==> src/rtl/mux_pkg.sv <==
// rtl/mux_pkg.sv - shared select-code definitions for the 4:1 data selector
package mux_pkg;

  // Select codes steering one of four sources onto the output bus
  typedef enum logic [1:0] {
    SEL_A = 2'b00,
    SEL_B = 2'b01,
    SEL_C = 2'b10,
    SEL_D = 2'b11
  } sel_t;

endpackage : mux_pkg

==> src/rtl/mux_4to1_comb.sv <==
// rtl/mux_4to1_comb.sv - pure combinational 4:1 selector
module mux_4to1_comb
  import mux_pkg::*;
#(
  parameter int WIDTH = 1
) (
  input  logic [WIDTH-1:0] a,
  input  logic [WIDTH-1:0] b,
  input  logic [WIDTH-1:0] c,
  input  logic [WIDTH-1:0] d,
  input  logic [1:0]       sel,
  output logic [WIDTH-1:0] out
);

  // Decode all four codes; the default arm is only reachable when sel carries
  // X/Z in simulation, where it propagates X instead of hiding the problem.
  always_comb begin
    out = '0;
    case (sel_t'(sel))
      SEL_A:   out = a;
      SEL_B:   out = b;
      SEL_C:   out = c;
      SEL_D:   out = d;
      default: out = 'x;
    endcase
  end

endmodule : mux_4to1_comb

==> src/rtl/mux_4to1.sv <==
// rtl/mux_4to1.sv - 4:1 selector with registered data, select and change flag
module mux_4to1
  import mux_pkg::*;
#(
  parameter int WIDTH = 1
) (
  input  logic             clk,
  input  logic             rst,
  input  logic [WIDTH-1:0] a,
  input  logic [WIDTH-1:0] b,
  input  logic [WIDTH-1:0] c,
  input  logic [WIDTH-1:0] d,
  input  logic [1:0]       sel,
  output logic [WIDTH-1:0] out,
  output logic [WIDTH-1:0] out_q,
  output logic [1:0]       sel_q,
  output logic             out_chg
);

  mux_4to1_comb #(
    .WIDTH(WIDTH)
  ) u_comb (
    .a  (a),
    .b  (b),
    .c  (c),
    .d  (d),
    .sel(sel),
    .out(out)
  );

  // Capture the selection; out_chg compares against the value held before this edge
  always_ff @(posedge clk or posedge rst) begin
    if (rst) begin
      out_q   <= '0;
      sel_q   <= SEL_A;
      out_chg <= 1'b0;
    end else begin
      out_q   <= out;
      sel_q   <= sel;
      out_chg <= (out != out_q);
    end
  end

endmodule : mux_4to1

==> config.mk <==
export PLATFORM = sky130hd
export DESIGN_NAME = mux_4to1
export DESIGN_NICKNAME = d
export VERILOG_FILES = /design/src/rtl/mux_pkg.sv /design/src/rtl/mux_4to1_comb.sv /design/src/rtl/mux_4to1.sv
export SDC_FILE = /design/constraint.sdc
export NUM_CORES = 1
export LEC_CHECK = 0
export CAP_MARGIN = 15
export CELL_PAD_IN_SITES_DETAIL_PLACEMENT = 1
export CELL_PAD_IN_SITES_GLOBAL_PLACEMENT = 1
export CORE_AREA = 2 2 39 41
export DETAILED_ROUTE_END_ITERATION = 8
export DIE_AREA = 0 0 41 43
export GPL_TIMING_DRIVEN = 0
export HOLD_SLACK_MARGIN = 0.06
export MAX_ROUTING_LAYER = met4
export PLACE_DENSITY_LB_ADDON = 0.1
export SLEW_MARGIN = 15
export SYNTH_ARGS = -nofsm -noshare
export SYNTH_HDL_FRONTEND = slang
export SYNTH_HIERARCHICAL = 1
export SYNTH_SLANG_ARGS = --single-unit
==> constraint.sdc <==
create_clock -name clk -period 1.63 [get_ports clk]
set_input_delay 0.326 -clock clk [delete_from_list [all_inputs] [get_ports clk]]
set_output_delay 0.326 -clock clk [all_outputs]
set_load 0.02 [all_outputs]
* After elaboration in Yosys (flattened, before gate mapping)
Index checks and enable logic that the tools add are counted.
Cells by class: equal/unequal tests 4, multiplexer cells 1, reduce and logical (&&, ||, !) cells 1
Operators with widths (count):
- equality test 2 bit, second input constant | 2
- one-hot mux 1 bit (4 select lines) | 1
- equality test 2 x 1 -> 1 bit, second input constant | 1
- logical NOT 2 bit | 1
- != test 1 bit | 1
Word-level totals: flip-flop bits (word level) 4, input port bits 8, output and inout bits 5, logic and storage cells 9

* Longest topological paths before layout
depth in word-level cells 3, gate-level depth with buffers 2, gate-level depth less buffers 2

* Hierarchy
The synthesis kept the hierarchy.
Modules (own cells, without submodules):
- mux_4to1 | times used 1, cells an instance 6, area an instance 112.6 µm², sequential area each 100.1 µm²
- mux_4to1_comb | times used 1, cells an instance 1, area an instance 22.5 µm², sequential area each 0.0 µm²

* Worst setup path after synthesis
OpenSTA, ideal clock, no wires.
kind input-to-output, from input port sel[0], to output port out, data arrival time 0.894 ns, required time 1.304 ns, path slack 0.410 ns, cell stages on the path 1, path buffers 0, cell sequence mux4_2
On the way: cells in the longest elaborated chain, start to end 2, elaborated cells on any way between the ends 5, those cells by class 3 x eq/ne; 1 x mux; 1 x reduce/logical
RTL lines:
- start, declared | line mux_4to1.sv:13 | input logic [1:0] sel,
- equality test 2 bit, or another cell as far along | line mux_4to1_comb.sv:19 | case (sel_t'(sel))
- one-hot mux 1 bit (4 select lines) * | line mux_4to1_comb.sv:19
- end, declared | line mux_4to1.sv:14 | output logic [WIDTH-1:0] out,
Every way passes the cells marked *; elsewhere a longest branch is shown, timed or not.

* Final worst setup path
Same ends and word-level chain as after synthesis.

==> out/metrics.cfg <==
[power_and_ir_drop]
p_int_mw=0.2351
p_seq_frac=0.372
total_power_mw=0.3047
p_leak_nw=0.1510
pwr-share-comb=0.245
switching_power_mw=0.06957
p_per_area_nw_per_um2=981.8
clockPowerShare=0.382
switching_share=0.2284
ir_worst_vdd_mv=0.1692

[placed_design]
io_buffers=12
place_inst=35
placed_cell_area_sq_um=275.3
gp_congestion=0.5721

[synth]
ys_warn_count=6
synth_nets=15
netlist_instances=7
ys_types=4
avgSynthCellArea_sq_um=19.30
synth_area_sq_um=135.1
seq_area_frac_synth=0.7407
ys_seq_elements=4

[timing]
setup_viol=0
worst_pin_slew_ns=0.2164
post-route-min-period_ns=1.583
drv_slew=0
post-route-period-util=0.9711
fmaxAchievable_ghz=0.6318
slew_headroom=0.8553
hold_viol_final=0
rsz0062_at_grt=no
skew_ns=0.00002184

[flow_run]
drv_cap=0

[global_route]
grtUsageTotal=0.04969
grt_max_degree=5
grt_remaining_overflow=0
grt_pass1_wl_um=448
antenna_found_initial=0
grt_pass1_vias=137

[worst_setup_path]
worstPathRequired_ns=1.30
critPathKind=in2out
worstSetupStartpointType=input pin
crit_arrival_ns=1.26
cp_max_fo=2
endpoint_kind=primary output

[finish]
area_growth_pct=129.6
fin_util=0.2242
drive_gt1_frac=0.2917
antenna_cells=0
final_cell_mix=5 x dlygate4sd2_1, 5 x clkdlybuf4s50_1, 4 x dfrtp_1
layout.nets=34
fin_area_sq_um=310.3
fin_cells=40

[cts]
clock_latency_ns=0.23
numCtsBuffers=3
clock-sinks=4
ctsHoldBuffers=0
cts_max_level=1
cts_tree=done
path_clk_slew_ns=0.03
clockRootBuffer=clkbuf_4
clock_path_buffers=2

[routing]
vias=128
postRouteAntennaNets=0
drt_iter0_drc=0
drc=0
routedWlPerCell_um=9.175
dr.pass1.iters=1
wl_um=367
routed_via_density=3.200

[floorplanning]
die_area_sq_um=1763
core-area_sq_um=1384
rows=14
dieWidth_um=41
die_h_um=43
initial_utilization=0.09765
pin_count=13

[run_status]
status=complete, no violations

[worst_hold_path]
min_path_type=in2reg

==> power by group through the flow <==
stage / Sequential (mW) / Combinational (mW) / Clock (mW)
finish: 0.113 / 0.0748 / 0.116
global route: 0.114 / 0.0805 / 0.128
CTS: 0.114 / 0.0725 / 0.124
detailed placement: 0.115 / 0.0723 / 0
global placement: 0.115 / 0.0723 / 0
floorplan: 0.128 / 0.0138 / 0
==> layout make-up <==
| class | instances | area [sq um] |
|---|---|---|
| repair buffers | 14 | 132.6 |
| flip-flops and latches | 4 | 100.1 |
| inverters | 1 | 3.754 |
| well taps | 16 | 20.02 |
| multi-input cells | 2 | 31.28 |
| fillers | 159 | 1074 |
| clock buffers | 3 | 22.52 |
==> per-layer routing <==
| metal | global-route usage | vias up | share of wire |
|---|---|---|---|
| li1 | - | 57 | - |
| met1 | 0.03934 | 58 | 0.35 |
| met2 | 0.05313 | 13 | 0.40 |
| met3 | 0.03665 | 0 | 0.24 |
| met4 | 0.08000 | 0 | 0 |
| met5 | - | - | 0 |
==> final timing paths <==
kind	from	end	slack, ns	cells past startpoint
setup reg to reg	out_q$_DFF_PP0_	out_chg$_DFF_PP0_	0.98	1
max in group asynchronous	rst	sel_q[1]$_DFF_PP0_	1.21	2
hold / removal	sel[1]	sel_q[1]$_DFF_PP0_	0.26	1
min in group asynchronous	rst	out_chg$_DFF_PP0_	0.28	2
hold reg to reg	out_q$_DFF_PP0_	out_chg$_DFF_PP0_	0.46	1
setup / recovery	sel[0]	out	0.05	3
==> cell families (layout without fill, tap and decap cells) <==
family                    Yosys count  in the layout  synth area share
xor gates and xnor gates            1              1           0.06483
DFF                                 4              4            0.7408
buffers and inverters               1             18           0.02775
muxes                               1              1            0.1667
==> what timing repair did <==
| action | 4_1_cts | 5_1_grt |
|---|---|---|
| endpoints found under the setup margin | 1 | 1 |
| gates resized for setup | 11 | 1 |
| buffers inserted | 1 | 1 |
==> sequential cells by signal, indices dropped and copies added, names as in the netlist <==
name and flops:
sel_q 2, out_chg 1, out_q 1
==> stage by stage <==
stage,setup WS [ns],hold WS (ns),setup TNS (ns)
floorplan,0.4102,0.09208,0
global placement,-0.6634,0.4664,-0.7106
detailed placement,-0.6628,0.4677,-0.7153
CTS,0.005785,0.2746,0
global route,0.02533,0.2560,0
finish,0.04718,0.2621,0
==> worst max-delay path: stages <==
cell	delay, ns
dlygate4sd2_1	0.24
mux4_2	0.54
buf_6	0.15
==> Yosys cell counts <==
library cell,n,share of area
dfrtp_1,4,0.74
inv_1,1,0.028
mux4_2,1,0.17
xor2_1,1,0.065
(Power assumes the default switching activity.)
==> variant 1, RTL diff (same settings) <==
Add an input register stage for `a`, `b`, `c`, `d` and `sel`, without a reset; this delays them by one clock.
--- a/src/rtl/mux_4to1.sv
+++ b/src/rtl/mux_4to1.sv
@@ -19,2 +19,16 @@
 
+  logic [WIDTH-1:0] a_q;
+  logic [WIDTH-1:0] b_q;
+  logic [WIDTH-1:0] c_q;
+  logic [WIDTH-1:0] d_q;
+  logic [1:0] sel_r;
+
+  always_ff @(posedge clk) begin
+    a_q   <= a;
+    b_q   <= b;
+    c_q   <= c;
+    d_q   <= d;
+    sel_r <= sel;
+  end
+
   mux_4to1_comb #(
@@ -22,7 +36,7 @@
   ) u_comb (
-    .a  (a),
-    .b  (b),
-    .c  (c),
-    .d  (d),
-    .sel(sel),
+    .a  (a_q),
+    .b  (b_q),
+    .c  (c_q),
+    .d  (d_q),
+    .sel(sel_r),
     .out(out)
@@ -38,3 +52,3 @@
       out_q   <= out;
-      sel_q   <= sel;
+      sel_q   <= sel_r;
       out_chg <= (out != out_q);
Formal check against the unedited RTL: not equivalent (a bounded check fails within 4 cycles, from zero or initial values and one cycle with rst high).
==> variant 1 against the original RTL <==
- die area unchanged
- sequential cell count up 6
- combinational power is 2% lower
- critical path depth fell by 1
- worst setup slack got worse by 0.022 ns
- via count grew 27%
- maximum frequency down 1.4%
- largest cell class is now flip-flops and latches
- synthesized area up 89%
- total power is 82% higher
- routed wire length rose by 7.1%
- design area is 42% higher
==> variant 1: results (changes against the original RTL) <==
{| class="wikitable"
! Metric !! Value
|-
| Router iterations before antenna repair || 1 (unchanged)
|-
| Post-synth ARST share || 40.0% (-60 points)
|-
| Max incr delay on CP || 0.53 ns
|-
| End of the critical path || out
|-
| Total nets after synthesis || 21 (+6)
|-
| Global-route wire length before repair || 572 um (+28%)
|-
| VDD IR max || 0.000466 V (+180%)
|-
| Synthesis warning total || 6 (unchanged)
|-
| DRC violation total after the first TritonRoute iteration || 0 (unchanged)
|-
| WS Path Type || flop to output pin
|-
| Net total in the final layout || 39 (+15%)
|-
| Count of input and output buffers || 12 (unchanged)
|-
| Largest net degree at the start of global routing || 7 (+2)
|-
| Layout cells sized above 1 || 26.7% (-2.5 points)
|-
| Lkg Pwr || 0.188 nW (+25%)
|-
| Largest delay contributor family on the critical path || multiplexers
|-
| End of the worst register-to-register path || out_chg
|-
| Critical Path Fanout Max || 3 (+1)
|-
| Clock slew at reported path FFs || 0.06 ns (+0.03 ns)
|-
| Result of the run || completed
|-
| Fill count || 151 (-5.0%)
|-
| Post-detailed-placement half-perimeter wirelength || ~320 um
|-
| Launching point of the worst reg2reg path || sel_r[0]
|-
| Remaining max-slew budget at the tightest pin || 85.7% (+0.13 points)
|-
| Hold/Removal Path Class || primary input to asynchronous set/reset pin
|-
| Top cells by instance count after synthesis || dfxtp_1, dfrtp_1, inv_1, mux4_2, xor2_1
|-
| FF-to-FF path depth || 3 (+2)
|-
| Arrival time of data at the critical path endpoint || 1.28 ns (+0.02 ns)
|-
| Leading cell types by total area after synthesis || dfxtp_1, dfrtp_1, mux4_2, xor2_1, inv_1
|-
| Inserted Clock Buffers || 3 (unchanged)
|-
| CTS root buf || clkbuf_4
|-
| Insertion delay to the later sink of the worst-skew pair || 0.25 ns (+0.02 ns)
|-
| Final weighted congestion in routability-driven placement || 0.581 (+1.5%)
|-
| Cell variety after synth || 5 (+1)
|-
| Worst path slowest cell || mux4_2
|-
| Gr usage total || 5.93% (+0.96 points)
|-
| Sequential fraction of the synthesis area || 86.3% (+12 points)
|-
| ANT cells || 0 (unchanged)
|-
| Number of vias per cell || 3.52 (+10%)
|-
| Fin. max-slew vios || 0 (unchanged)
|-
| Average routed wire per standard cell || 8.54 um (-6.9%)
|-
| Number of H-tree levels || 1 (unchanged)
|-
| Number of antenna violations at the first check in global routing || 0 (unchanged)
|-
| R2r setup slk || 0.36 ns (-0.62 ns)
|-
| Maximum count of clock buffers along a single path || 2 (unchanged)
|-
| Final setup skew || 0.00153 ns (+0.00150 ns)
|-
| Largest registers in the final layout || sel_q (2), sel_r (2)
|}
variant 1: area by class of cell:
cell class	count	area [sq um]	share of cell area, %
flip-flops and latches	10	221	50.1
repair buffers	13	129	29.2
multi-input cells	2	31.3	7.08
well taps	16	20.0	4.53
inverters	1	3.75	0.850
clock buffers	4	36.3	8.22
variant 1: where the power goes:
part / internal, W / switching (W) / total [W] / leakage [nW]
clock network: 0.000135 / 0.0000761 / 0.000211 / 0.0210
registers: 0.000264 / 0.00000636 / 0.000270 / 0.0972
logic: 0.0000447 / 0.0000287 / 0.0000734 / 0.0699
variant 1: timing repair:
action / in CTS / in global routing
setup buffers: 0 / 1
cloned: 0 / 0
gates resized for setup: 7 / 0
endpoints found under the setup margin: 1 / 1
variant 1: metal layers:
metal	wire length [um]	global-route usage, %	up-vias
met4	11	8.00	0
met5	0	-	-
met2	191	7.50	10
met1	144	3.99	74
li1	-	-	76
met3	45	4.71	2
variant 1: cell families after synthesis:
family,count (synthesis),share of synthesized area [%]
buffers and inverters,1,1.47
DFF,10,86.3
xor gates and xnor gates,1,3.43
muxes,1,8.82
variant 1: worst min path at each step:
stage | depth (start not counted) | end | startpoint | slack [ns]
after floorplan | 1 | out_chg | rst | 0.09
after global placement | 0 | sel_q[1] | sel_r[1] | 0.35
after detailed placement | 0 | sel_q[1] | sel_r[1] | 0.36
after CTS | 2 | out_q | rst | 0.24
after global routing | 2 | sel_q[0] | rst | 0.25
final | 2 | out_q | rst | 0.25
variant 1: per-stage QoR:
| stage | worst slack [ns] | instances | instance area (sq um) |
|---|---|---|---|
| after global routing | -0.0280 | 46 | 442 |
| final | 0.0249 | 46 | 442 |
| after CTS | -0.0122 | 45 | 434 |
| after detailed placement | -0.153 | 41 | 395 |
| after floorplan | 0.391 | 13 | 255 |
| after global placement | -0.155 | 41 | 395 |
==> variant 2, RTL diff (same flow settings) <==
Without the edit above. Reset style: synchronous (`rst`), changed in one clocked block.
--- a/src/rtl/mux_4to1.sv
+++ b/src/rtl/mux_4to1.sv
@@ -31,3 +31,3 @@
   // Capture the selection; out_chg compares against the value held before this edge
-  always_ff @(posedge clk or posedge rst) begin
+  always_ff @(posedge clk) begin
     if (rst) begin
Function: differs if rst is asserted again (counterexample within 4 cycles, from zero or initial values and one cycle with rst high); with rst held inactive, the same outputs for 10 cycles.
==> variant 2 against the original RTL <==
- sequential cell count unchanged
- die area unchanged
- non-clock buffer count unchanged
- synthesized area decreased by 0.93%
- synthesized cell count increased by 43%
- worst setup slack improved by 0.0087 ns
- sequential share of layout area decreased by 6.3 points
- first-iteration DRC count unchanged
- design area decreased by 0.40%
- routed wire length decreased by 4.4%
- global-route usage increased by 0.59 points
- total power decreased by 2.5%
- count of clock-buffer cells in the layout unchanged
- largest cell class unchanged
==> variant 2: results (changes against the original RTL) <==
{| class="wikitable"
! Metric !! Value
|-
| Global-route wire length before repair || 552 um (+23%)
|-
| Met3 layer wire length in the routed design || 40 um (-55%)
|-
| Lkg Pwr || 0.137 nW (-9.0%)
|-
| Met1 Usage GRT || 4.50% (+0.57 points)
|-
| Share of synthesized area spent on multiplexers || 16.8% (+0.16 points)
|-
| Number of global-route vias before repair || 156 (+14%)
|-
| Gr usage total || 5.56% (+0.59 points)
|-
| Highest layer used for signal routing || met4
|-
| Total nets after synthesis || 18 (+3)
|-
| Layout cells sized above 1 || 25.9% (-3.2 points)
|-
| Aggregate routed wire length || 351 um (-4.4%)
|-
| Actual slew at the worst max-slew pin || 0.213 ns (-0.00365 ns)
|-
| Pre-CTS WS || -0.650 ns (+0.0133 ns)
|-
| Met2 layer wire length in the routed design || 165 um (+11%)
|-
| Area occupied by multi-input gates || 53.8 sq um (+72%)
|-
| Final setup skew || 0.0000277 ns (+0.00000583 ns)
|-
| Area post-placement || 274 sq um (-0.45%)
|-
| Internal power contribution || 0.000230 W (-2.1%)
|-
| Average routed wire per standard cell || 8.16 um (-11%)
|-
| Met3 demand-to-capacity share in global routing || 1.57% (-2.1 points)
|-
| Cell variety after synth || 5 (+1)
|-
| Met2 track utilization from global routing || 6.88% (+1.6 points)
|-
| Result of the run || completed
|-
| Largest family of logic cells by synthesized area || simple AND/OR/NAND/NOR gates
|-
| Sequential fraction of the synthesis area || 59.8% (-14 points)
|-
| VDD IR max || 0.000165 V (-2.6%)
|}
[variant 2: cell types whose count changed in the layout (fill, tap and decap cells not counted), sizes merged]
cell	unedited run	this run
dfrtp	4	0
dfxtp	0	4
inv	1	0
nor2	0	1
nor2b	0	3
xnor2	0	1
xor2	1	0
[variant 2: worst paths after layout]
| check | start | to | slack [ns] | cells after the start |
|---|---|---|---|---|
| setup reg to reg | out_q | out_chg | 0.99 | 2 |
| setup / recovery | sel[0] | out | 0.06 | 3 |
| hold / removal | sel[1] | sel_q[1] | 0.38 | 2 |
| hold reg to reg | out_q | out_chg | 0.54 | 2 |
[variant 2: kinds of logic (layout without fill, tap and decap cells)]
family,count (synthesis),after routing
xor gates and xnor gates,1,1
buffers and inverters,0,17
DFF,4,4
muxes,1,1
and+or+nand+nor,4,4
[variant 2: timing repair]
action / in CTS / in global routing
gates resized for setup: 11 / 1
endpoints found under the setup margin: 1 / 1
endpoints found under the hold margin: 0 / 0
setup buffers: 1 / 1
[variant 2: final cells by class]
cell class	count	area share, %
timing repair buffer	14	42.9
sequential	4	25.9
multi-input combinational	6	17.4
tap	16	6.48
clock buffer	3	7.29
[variant 2: power groups by stage]
stage	Clock [W]	Combinational (W)	Sequential, W
2_1_floorplan	0	0.0000168	0.000120
3_3_place_gp	0	0.0000658	0.000110
3_5_place_dp	0	0.0000664	0.000110
4_1_cts	0.000127	0.0000666	0.000109
5_1_grt	0.000128	0.0000741	0.000109
6_report	0.000119	0.0000691	0.000109
[variant 2: critical path, stage by stage]
cell and delay (ns):
dlygate4sd2_1 0.24, mux4_2 0.53, buf_6 0.15
